### src/rtl/serial_mag_comparator_pkg.sv
// Shared definitions for the bit-serial magnitude comparator.
// FSM state encodings used by the top-level control.
package serial_mag_comparator_pkg;

  localparam logic [1:0] ST_IDLE    = 2'd0;
  localparam logic [1:0] ST_COMPARE = 2'd1;
  localparam logic [1:0] ST_DONE    = 2'd2;

endpackage

### src/rtl/serial_mag_comparator_if.sv
// Operand-bit stream and result bundle of the serial comparator.
// The master drives operand bits; the slave returns status and G/L/E.
interface serial_mag_comparator_if;

  logic start;
  logic bit_valid;
  logic a_bit;
  logic b_bit;
  logic busy;
  logic done;
  logic G;
  logic L;
  logic E;

  modport master (
    output start, bit_valid, a_bit, b_bit,
    input  busy, done, G, L, E
  );

  modport slave (
    input  start, bit_valid, a_bit, b_bit,
    output busy, done, G, L, E
  );

endinterface

### src/rtl/serial_mag_comparator_comparator1bit.sv
// Single-bit magnitude stage: flags a > b and a < b.
// Equality is implied when neither flag is set.
module comparator1bit (
  input  logic a,
  input  logic b,
  output logic g,
  output logic l
);

  assign g = a & ~b;
  assign l = ~a & b;

endmodule

### src/rtl/serial_mag_comparator.sv
// Bit-serial N-bit magnitude comparator, operands MSB first.
// The first differing bit decides; G/L/E are registered and held.
module serial_mag_comparator
  import serial_mag_comparator_pkg::*;
#(
  parameter int WIDTH = 8
) (
  input logic               clk,
  input logic               rst_n,
  serial_mag_comparator_if.slave bus
);

  localparam int CW = $clog2(WIDTH);
  localparam logic [CW-1:0] LAST = CW'(WIDTH - 1);

  logic [1:0]    state;
  logic [CW-1:0] cnt;
  logic          gt;
  logic          lt;
  logic          decided;
  logic          g_q;
  logic          l_q;
  logic          e_q;
  logic          sg;
  logic          sl;
  logic          dec_n;
  logic          gt_n;
  logic          lt_n;

  comparator1bit u_stage (
    .a (bus.a_bit),
    .b (bus.b_bit),
    .g (sg),
    .l (sl)
  );

  // Decision including the pair on the wires, so the last pair counts
  always_comb begin
    dec_n = decided;
    gt_n  = gt;
    lt_n  = lt;
    if (!decided && (sg || sl)) begin
      dec_n = 1'b1;
      gt_n  = sg;
      lt_n  = sl;
    end
  end

  always_ff @(posedge clk or negedge rst_n) begin
    if (!rst_n) begin
      state   <= ST_IDLE;
      cnt     <= '0;
      gt      <= 1'b0;
      lt      <= 1'b0;
      decided <= 1'b0;
      g_q     <= 1'b0;
      l_q     <= 1'b0;
      e_q     <= 1'b0;
    end else begin
      case (state)
        ST_IDLE: begin
          if (bus.start) begin
            state   <= ST_COMPARE;
            cnt     <= '0;
            gt      <= 1'b0;
            lt      <= 1'b0;
            decided <= 1'b0;
            g_q     <= 1'b0;
            l_q     <= 1'b0;
            e_q     <= 1'b0;
          end
        end
        ST_COMPARE: begin
          if (bus.bit_valid) begin
            decided <= dec_n;
            gt      <= gt_n;
            lt      <= lt_n;
            if (cnt == LAST) begin
              state <= ST_DONE;
              g_q   <= gt_n;
              l_q   <= lt_n;
              e_q   <= ~dec_n;
            end else begin
              cnt <= cnt + CW'(1);
            end
          end
        end
        ST_DONE: state <= ST_IDLE;
        default: state <= ST_IDLE;
      endcase
    end
  end

  assign bus.busy = (state == ST_COMPARE);
  assign bus.done = (state == ST_DONE);
  assign bus.G    = g_q;
  assign bus.L    = l_q;
  assign bus.E    = e_q;

endmodule
### src/flat_wrapper.sv
// flat-port wrapper written by rule: the top's interface ports become plain ports
module serial_mag_comparator_flat import serial_mag_comparator_pkg::*;
#(
  parameter int WIDTH = 8
)
  (clk, rst_n, bus_start, bus_bit_valid, bus_a_bit, bus_b_bit, bus_busy, bus_done, bus_G, bus_L, bus_E);
  serial_mag_comparator_if bus_i ();
  input logic clk;
  input logic rst_n;
  input wire logic [$bits(bus_i.start)-1:0] bus_start;
  input wire logic [$bits(bus_i.bit_valid)-1:0] bus_bit_valid;
  input wire logic [$bits(bus_i.a_bit)-1:0] bus_a_bit;
  input wire logic [$bits(bus_i.b_bit)-1:0] bus_b_bit;
  output wire logic [$bits(bus_i.busy)-1:0] bus_busy;
  output wire logic [$bits(bus_i.done)-1:0] bus_done;
  output wire logic [$bits(bus_i.G)-1:0] bus_G;
  output wire logic [$bits(bus_i.L)-1:0] bus_L;
  output wire logic [$bits(bus_i.E)-1:0] bus_E;
  assign bus_i.start = bus_start;
  assign bus_i.bit_valid = bus_bit_valid;
  assign bus_i.a_bit = bus_a_bit;
  assign bus_i.b_bit = bus_b_bit;
  assign bus_busy = bus_i.busy;
  assign bus_done = bus_i.done;
  assign bus_G = bus_i.G;
  assign bus_L = bus_i.L;
  assign bus_E = bus_i.E;
  serial_mag_comparator #(.WIDTH(WIDTH)) u_core (.clk(clk), .rst_n(rst_n), .bus(bus_i));
endmodule
### config.mk
export PLATFORM = sky130hd
export DESIGN_NAME = serial_mag_comparator_flat
export DESIGN_NICKNAME = d
export VERILOG_FILES = /design/src/rtl/serial_mag_comparator_pkg.sv /design/src/rtl/serial_mag_comparator_if.sv /design/src/rtl/serial_mag_comparator_comparator1bit.sv /design/src/rtl/serial_mag_comparator.sv /design/src/flat_wrapper.sv
export SDC_FILE = /design/constraint.sdc
export NUM_CORES = 1
export LEC_CHECK = 0
export ABC_AREA = 1
export BUFFER_PORTS_ARGS = -buffer_cell sky130_fd_sc_hd__buf_4
export CAP_MARGIN = 15
export CORE_ASPECT_RATIO = 0.9
export CORE_UTILIZATION = 31
export DETAILED_ROUTE_END_ITERATION = 12
export PLACE_DENSITY_LB_ADDON = 0.2
export SYNTH_ARGS = -nofsm -noshare
export SYNTH_HDL_FRONTEND = slang
export SYNTH_HIERARCHICAL = 1
export SYNTH_SLANG_ARGS = --single-unit
### constraint.sdc
create_clock -name clk -period 2.6 [get_ports clk]
set_input_delay 0.26 -clock clk [delete_from_list [all_inputs] [get_ports clk]]
set_output_delay 0.26 -clock clk [all_outputs]
set_load 0.1 [all_outputs]
==> results of run 1 <==
==> cells in the mapped netlist <==
cell | n | area share (%)
inv_2 | 2 | 1.3
nand2_2 | 2 | 2.1
nand3_2 | 1 | 1.7
o21ai_0 | 5 | 4.2
a21oi_1 | 1 | 0.85
nor3_1 | 1 | 0.85
nor2_1 | 11 | 7.0
nor2_2 | 2 | 2.1
ha_1 | 2 | 4.2
nor2_4 | 1 | 1.9
dfrtp_1 | 11 | 47
o22ai_1 | 1 | 1.1
or2_2 | 1 | 1.1
nand2_1 | 27 | 17
nand3b_1 | 3 | 3.8
inv_1 | 6 | 3.8
==> power breakdown <==
group,switching (mW),internal [mW]
sequential,0.0366,0.232
clock,0.0554,0.0593
combinational,0.292,0.108
total,0.384,0.399
==> through the flow <==
stage	instances	cell area (um^2)	hold slack (ns)	setup WS, ns	utilization (%)
after floorplan	77	589	-0.0356	0.624	-
after global placement	111	694	0.106	1.23	40.0
after detailed placement	111	694	0.105	1.18	40.0
after CTS	116	731	0.254	1.01	42.1
after global routing	116	731	0.256	0.938	42.1
final	116	731	0.267	1.03	42.1
==> layout make-up <==
cell class	instances	area, um^2	share of cell area (%)
Multi-Input combinational cell	58	284	38.9
Sequential cell	11	275	37.7
Timing Repair Buffer	11	85.1	11.6
Inverter	8	30.0	4.11
Tap cell	24	30.0	4.11
Clock buffer	4	26.3	3.60
==> layer usage <==
| layer | track usage [%] | part of all wire [%] |
|---|---|---|
| met5 | 0 | 0 |
| met4 | 8.33 | 1.1 |
| met3 | 5.00 | 4.3 |
| met2 | 16.5 | 39 |
| met1 | 21.4 | 55 |
==> timing repair <==
item,4_1_cts,5_1_grt
hold endpoints to repair,11,0
hold buffers,1,0
setup endpoints to repair,0,0
==> cell families (layout without fill, tap and decap cells) <==
logic type / count (synthesis) / in the layout / synth area share (%)
and+or+nand+nor: 49 / 49 / 37.8
DFF: 11 / 11 / 46.7
buffers and inverters: 8 / 23 / 5.10
AOI/OAI and AO/OA: 7 / 7 / 6.16
adders and majority gates: 2 / 2 / 4.25
==> sequential cells by signal (all words and copies together), names as in the netlist <==
register        cells
u_core/lt           1
u_core/bus.E        1
u_core/gt           1
u_core/cnt          3
u_core/decided      1
u_core/state        2
u_core/bus.G        1
u_core/bus.L        1
==> path summary, 6_finish.rpt <==
| kind | startpoint | endpoint | slack [ns] | depth (start not counted) |
|---|---|---|---|---|
| setup / recovery | u_core/state[0] | bus_busy | 1.03 | 3 |
| hold / removal | bus_bit_valid | u_core/state[1] | 0.27 | 3 |
| setup reg to reg | u_core/cnt[0] | u_core/cnt[0] | 1.18 | 6 |
| hold reg to reg | u_core/bus.E | u_core/bus.E | 0.48 | 2 |
| max in group asynchronous | rst_n | u_core/gt | 2.09 | 2 |
| min in group asynchronous | rst_n | u_core/bus.E | 0.36 | 2 |
==> worst max-delay path: cells and delay by family, from the launching register on <==
kind / cells / cell delay [ns]
and+or+nand+nor: 1 / 0.20
DFF: 1 / 0.42
buffers and inverters: 2 / 0.42
==> flow_summary.toml, run 1 <==
[run_status]
status = "finished clean"

[floorplan]
die_area_mm2 = 0.00208
rows = 14
coreArea_mm2 = 0.00173
start_util_pct = 34.0
die_y_um = 43.4
num_io_pins = 11
die_w_um = 48.0

[critical_path]
startpoint_type = "register"
crit_path_end_kind = "output port"
cp_max_fo = 8
slowest_stage = "dfrtp_1"
worstPathCellList = "inv_2, nor2_4, buf_4"
critical_path_class = "reg -> out"
cpPeakStageDelay_ns = 0.42
required_ns = 2.34
arrival_ns = 1.31

[cts]
clock-sinks = 11
cts.repair.resized = 0
clockBufferDepth = 2
cts.htree.levels = 1
cts_buffers = 3
cts_tree = "built"
path_clk_slew_ns = 0.07
worstSkewPairLatency_ns = 0.26
cts_root_buf = "clkbuf_4"
post_cts_buffers = 0

[global_route]
grt_overflow = 0
grt_pass1_wl_um = 1980
grt_max_degree = 12
antenna_found_initial = 0
grt_usage_pct = 14.0
first_global_vias = 476

[timing]
setup_viol = 0
slew_headroom_pct = 78.8
slew_viol_final = 0
tightest_slew_ns = 0.316
period_share_pct = 60.3
finalSetupTns_ns = 0
final-hold-violation-count = 0
skew_ns = 0.00136
fin_crit_ns = 1.57
rsz0062_at_grt = "no"
max_freq_ghz = 0.637

[logic_synthesis]
ys_seq_elements = 11
syn_inst = 77
ys_types = 16
syn-num-nets = 85
yosys_warnings = 6
synthesis.area_um2 = 589
avgSynthCellArea_um2 = 7.65
ys_seq_area_share_pct = 46.7

[pwr]
p_leak_nw = 0.401
peakVddDrop_v = 0.000405
fin_total_pwr_uw = 783
power_density_mw_per_mm2 = 1070

[route]
final_antenna_net_count = 0
firstDrtPassIters = 4
drt-initial-drc-count = 11
drc = 0
via_count = 496
post_drt_wl_per_cell_um = 9.80
post_drt_via_cell_ratio = 4.28
wl_um = 1140

[finish]
final_common_cell = "nand2_1"
final_nets = 101
nFillCells = 179
drive_gt1_share_pct = 23.9
n_antenna_cell = 0
final_cell_mix = "nand2_1 (27), nor2_1 (11), dfrtp_1 (11)"
syn_to_final_growth_pct = 24.0

[placement]
numPortBuffers = 10
routabilityCongestion = 0.686
dpl.hpwl_um = 861

[worst_hold_path]
hold_path_class = "in -> reg"

[job]
max_cap_viol_count = 0
No activity file was read; power rests on OpenSTA's default activity.
==> run 2, diff against run 1 <==
==> constraint.sdc (replaced) <==
create_clock -name clk -period 1.35 [get_ports clk]
set_input_delay 0.135 -clock clk [delete_from_list [all_inputs] [get_ports clk]]
set_output_delay 0.135 -clock clk [all_outputs]
set_load 0.1 [all_outputs]
==> run 2 against run 1 <==
  * Register-to-register slack lost 1.1 ns
  * Count of clock-buffer cells in the layout unchanged
  * Wire length up 12%
  * Utilization is 3.9 points higher
  * Clock skew grew 0.0015 ns
  * Final area grew 9.2%
  * Power increased by 110%
  * Die area is the same
  * Largest power group unchanged
==> flow_summary.toml, run 2 (synthesis results as in run 1) <==
[timing]
period_share_pct = 95.7
tightest_slew_ns = 0.277
skew_ns = 0.00291
max_freq_ghz = 0.774
slew_headroom_pct = 81.7
finalSetupTns_ns = 0
setup_viol = 0
fin_crit_ns = 1.29
rsz0062_at_grt = "yes"
slew_viol_final = 0
final-hold-violation-count = 0

[route]
post_drt_via_cell_ratio = 4.32
post_drt_wl_per_cell_um = 10.6
drt-initial-drc-count = 9
wl_um = 1270
final_antenna_net_count = 0
firstDrtPassIters = 4
drc = 0
via_count = 518

[global_route]
grt_pass1_wl_um = 2080
grt_usage_pct = 14.6
grt_overflow = 0
grt_max_degree = 12
antenna_found_initial = 0
first_global_vias = 464

[placement]
dpl.hpwl_um = 862
numPortBuffers = 10
routabilityCongestion = 0.794

[critical_path]
crit_buf_inv = 0
critical_path_class = "reg -> reg"
arrival_ns = 1.44
cpPeakStageDelay_ns = 0.39
endpoint = "u_core/cnt[0]"
startpoint_type = "register"
required_ns = 1.50
cp_max_fo = 7
r2r-end = "u_core/cnt[0]"
worstPathCellList = "ha_2, ha_4, a21oi_2, nand3_2, nand2_1, o21ai_0"
r2r-start = "u_core/cnt[1]"
cp.depth = 6
crit_family = "flip-flops"
slowest_stage = "dfrtp_1"
crit_path_end_kind = "register"
worstSetupStartpoint = "u_core/cnt[1]"
worst-r2r-cell-count = 6
r2r_slack_ns = 0.06

[cts]
cts.htree.levels = 1
path_clk_slew_ns = 0.07
cts_root_buf = "clkbuf_4"
clock-sinks = 11
worstSkewPairLatency_ns = 0.27
cts_tree = "built"
clockBufferDepth = 2
cts_buffers = 3

[worst_hold_path]
hold_start = "bus_bit_valid"
holdPathStages = 3
hold_path_class = "in -> reg"

[finish]
largest_reg_flops = 3
reg_top3 = "u_core/cnt: 3 flops, u_core/state: 2 flops"
regArea_um2 = 278
top_register = "u_core/cnt"
n_antenna_cell = 0
nFillCells = 188
drive_gt1_share_pct = 34.4
finish.utilization_pct = 46.0
final_nets = 105
multi_input_area_um2 = 308
final_cell_mix = "nand2_1 (27), buf_4 (12), nor2_1 (9), dfrtp_1 (9), inv_1 (6)"
syn_to_final_growth_pct = 35.5
final_common_cell = "nand2_1"

[floorplan]
num_io_pins = 11
rows = 14
coreArea_mm2 = 0.00173
start_util_pct = 34.0
die_area_mm2 = 0.00208
die_y_um = 43.4
die_w_um = 48.0

[pwr]
peakVddDrop_v = 0.000769
power_density_mw_per_mm2 = 2060
p_leak_nw = 0.418

[job]
max_cap_viol_count = 0

[run_status]
status = "finished clean"
-- run 2: changes by cell type in the layout (fill, tap and decap cells not counted), moves of 2 or more --
cell / change
buf_4: +2
dfrtp_1: -2
dfrtp_2: +2
ha_1: -2
nor2_1: -2
nor2_2: +2
o21ai_0: -2
o21ai_1: +2
-- run 2: tightest hold or removal path, stage by stage --
cell     delay [ns]
buf_4          0.13
nand2_2        0.08
nor2_2         0.04
-- run 2: where the power goes --
part | total [mW] | switching [mW] | internal [mW] | leakage (nW)
logic | 0.885 | 0.594 | 0.290 | 0.264
registers | 0.527 | 0.0791 | 0.448 | 0.139
clock network | 0.229 | 0.115 | 0.114 | 0.0150
total | 1.64 | 0.789 | 0.852 | 0.418
-- run 2: routing by layer --
layer / global-route usage, % / vias up / share of wire (%)
met2: 20.0 / 11 / 42
li1: - / 278 / -
met5: 0 / - / 0
met3: 3.75 / 4 / 3.0
met1: 21.5 / 225 / 53
met4: 6.67 / 0 / 2.4
-- run 2: worst min-delay path by stage --
stage	slack, ns	end
CTS	0.13	u_core/state[1]
global route	0.14	u_core/state[1]
finish	0.14	u_core/state[1]
floorplan	-0.16	u_core/bus.E
detailed placement	-0.02	u_core/cnt[2]
global placement	-0.02	u_core/cnt[2]
-- run 2: cell type report --
| class | instances | share of cell area [%] |
|---|---|---|
| multi-input cells | 58 | 38.6 |
| flip-flops and latches | 11 | 34.8 |
| repair buffers | 15 | 15.8 |
| inverters | 8 | 3.76 |
| well taps | 24 | 3.76 |
| clock buffers | 4 | 3.29 |
-- run 2: what timing repair did --
action	in CTS	in global routing
gates resized for setup	4	8
hold buffers	1	0
hold endpoints to repair	11	0
gates cloned	0	0
endpoints found under the setup margin	4	7
setup buffers	1	2
pin swaps	2	5
-- run 2: per-stage QoR --
stage	instances	instance area, um^2	setup slack (ns)	power [mW]	hold WS (ns)
2_1_floorplan	77	592	-0.147	1.13	-0.161
3_3_place_gp	112	704	-0.00982	1.31	-0.0160
3_5_place_dp	112	704	-0.0348	1.31	-0.0183
4_1_cts	118	762	0.0221	1.59	0.134
5_1_grt	120	798	-0.0669	1.77	0.138
6_report	120	798	0.0584	1.64	0.136
==> run 3, diff against run 2 <==
--- a/config.mk
+++ b/config.mk
@@ -5,7 +5,6 @@
 export SDC_FILE = /design/constraint.sdc
 export NUM_CORES = 1
 export LEC_CHECK = 0
-export ABC_AREA = 1
 export BUFFER_PORTS_ARGS = -buffer_cell sky130_fd_sc_hd__buf_4
 export CAP_MARGIN = 15
 export CORE_ASPECT_RATIO = 0.9
==> run 3 against run 2 <==
  * Sequential power is 2% lower
  * Largest power group unchanged
  * Worst setup slack got worse by 0.059 ns
  * The flow now finishes with violations (negative setup slack)
  * Flip-flop and latch count did not move
  * Power decreased by 18%
  * Wire length shrank 11%
  * Maximum frequency decreased by 4.4%
  * Synthesized cell count fell by 29%
  * Synthesized area decreased by 1.9%
==> flow_summary.toml, run 3 <==
[run_status]
status = "finished, violations left"
violations = "negative setup slack"

[timing]
tightest_slew_ns = 0.280
final.setup.worst_slack_ns = -0.000358
period_share_pct = 100
whs_ns = 0.151
rsz0062_at_grt = "yes"
skew_ns = 0.000945
final-hold-violation-count = 0
fin_crit_ns = 1.35
finalSetupTns_ns = -0.000358
slew_viol_final = 0
slew_headroom_pct = 81.5
max_freq_ghz = 0.741
setup_viol = 1

[finish]
final_nets = 82
n_antenna_cell = 0
final_area_um2 = 805
syn_to_final_growth_pct = 39.2
largest_reg_flops = 3
reg_top3 = "u_core/cnt: 3 flops, u_core/state: 2 flops"
final_cell_mix = "buf_4 (13), dfrtp_1 (9), nand2_1 (5), inv_1 (5), o21ai_0 (4)"
final_common_cell = "buf_4"
regArea_um2 = 278
top_register = "u_core/cnt"
multi_input_area_um2 = 309
nFillCells = 182
drive_gt1_share_pct = 43.8
final_cells = 97
finish.utilization_pct = 46.9

[route]
post_drt_via_cell_ratio = 4.58
final_antenna_net_count = 0
drc = 0
firstDrtPassIters = 1
wl_um = 1140
post_drt_wl_per_cell_um = 11.7
via_count = 444
drt-initial-drc-count = 0

[floorplan]
die_y_um = 43.0
die_area_mm2 = 0.00204
rows = 14
start_util_pct = 33.7
num_io_pins = 11
coreArea_mm2 = 0.00172
die_w_um = 47.5

[pwr]
p_sw_uw = 513
p_leak_nw = 0.384
power_density_mw_per_mm2 = 1670
intPower_uw = 834
p_sw_share_pct = 38.1
clkPwrFrac_pct = 16.2
peakVddDrop_v = 0.000566
combPwrFrac_pct = 45.6
p_seq_share_pct = 38.3

[critical_path]
worst-r2r-cell-count = 5
r2r-end = "u_core/bus.G"
required_ns = 1.50
startpoint_type = "register"
r2r_slack_ns = -0.0004
worstSetupStartpoint = "u_core/cnt[0]"
endpoint = "u_core/bus.G"
arrival_ns = 1.50
cp_max_fo = 5
crit_path_end_kind = "register"
critical_path_class = "reg -> reg"
r2r-start = "u_core/cnt[0]"

[global_route]
grt_pass1_wl_um = 1810
grt_max_degree = 12
antenna_found_initial = 0
first_global_vias = 432
grt_overflow = 0
grt_usage_pct = 13.0

[logic_synthesis]
avgSynthCellArea_um2 = 10.5
ys_seq_area_share_pct = 47.6
synth_edf_count = 0
synth_top_area_cell = "dfrtp_1"
syn-num-nets = 63
yosys_warnings = 6
synthArstFlopShare_pct = 100
ys_types = 26
synth_area_leaders = "dfrtp_1 (48%), a22o_1 (4.5%), and2b_2 (4.5%)"
synthesis.area_um2 = 578
ys_seq_elements = 11
synth_ff_type = "dfrtp_1"
syn_inst = 55
post-synth-top-count-cell = "dfrtp_1"
synth_common_cells = "dfrtp_1 (11), inv_1 (5), nand2_1 (5)"
synth.top_cell.area_share_pct = 47.6

[cts]
clockBufferDepth = 2
cts.htree.levels = 1
cts_buffers = 3
cts_tree = "built"
clock-sinks = 11
cts_root_buf = "clkbuf_4"
path_clk_slew_ns = 0.07
worstSkewPairLatency_ns = 0.26

[placement]
numPortBuffers = 10
dp.cells = 89
routabilityCongestion = 0.738
placed_area_um2 = 684
dpl.hpwl_um = 805

[worst_hold_path]
hold_path_class = "in -> reg"

[job]
max_cap_viol_count = 0
-- run 3: metal layers --
metal	vias to the layer above	GRT usage, %	share of wire, %
li1	230	-	-
met1	199	17.6	48
met2	11	18.1	45
met3	4	3.83	5.0
met4	0	6.86	1.7
met5	-	0	0
-- run 3: through the flow --
step | total power [mW] | worst slack (ns)
2_1_floorplan | 0.876 | 0.00299
3_3_place_gp | 1.00 | -0.0535
3_5_place_dp | 0.999 | -0.0658
4_1_cts | 1.29 | -0.0168
5_1_grt | 1.46 | -0.0552
6_report | 1.35 | -0.000358
-- run 3: power by group through the flow --
stage | clock network [mW] | logic, mW | registers [mW]
after floorplan | 0 | 0.359 | 0.517
after global routing | 0.249 | 0.679 | 0.528
after global placement | 0 | 0.498 | 0.505
final | 0.218 | 0.614 | 0.515
after detailed placement | 0 | 0.494 | 0.505
after CTS | 0.228 | 0.560 | 0.507
-- run 3: logic make-up after synthesis --
kind of cell               synth area share (%)
AOI/OAI and AO/OA                          17.1
DFF                                        47.6
adders and majority gates                  4.33
buffers and inverters                      6.06
muxes                                      3.46
and+or+nand+nor                            21.4
-- run 3: cell type report --
type                       instances  area share, %
inverter                           5           2.33
tap                               24           3.73
multi-input combinational         37           38.4
sequential                        11           34.5
timing repair buffer              16           17.7
clock buffer                       4           3.27
-- run 3: worst min-delay path by stage --
| stage | startpoint | to | cells after the start |
|---|---|---|---|
| 2_1_floorplan | rst_n | u_core/bus.E | 0 |
| 3_3_place_gp | rst_n | u_core/bus.L | 1 |
| 3_5_place_dp | rst_n | u_core/bus.E | 1 |
| 4_1_cts | bus_bit_valid | u_core/state[0] | 2 |
| 5_1_grt | bus_bit_valid | u_core/state[0] | 2 |
| 6_report | bus_bit_valid | u_core/state[0] | 2 |
-- run 3: worst max-delay path, cell delays in order, from the launching register on --
cell and delay, ns:
dfrtp_1 0.36, ha_2 0.19, ha_4 0.13, and4b_2 0.30, nor2_4 0.05, a22o_1 0.20
-- run 3: what timing repair did --
action                     4_1_cts  5_1_grt
hold buffers                     1        0
setup endpoints to repair        9       10
buffers inserted                 0        3
gates resized for setup         10        5
hold endpoints to repair        11        0
pin swaps                        8        2
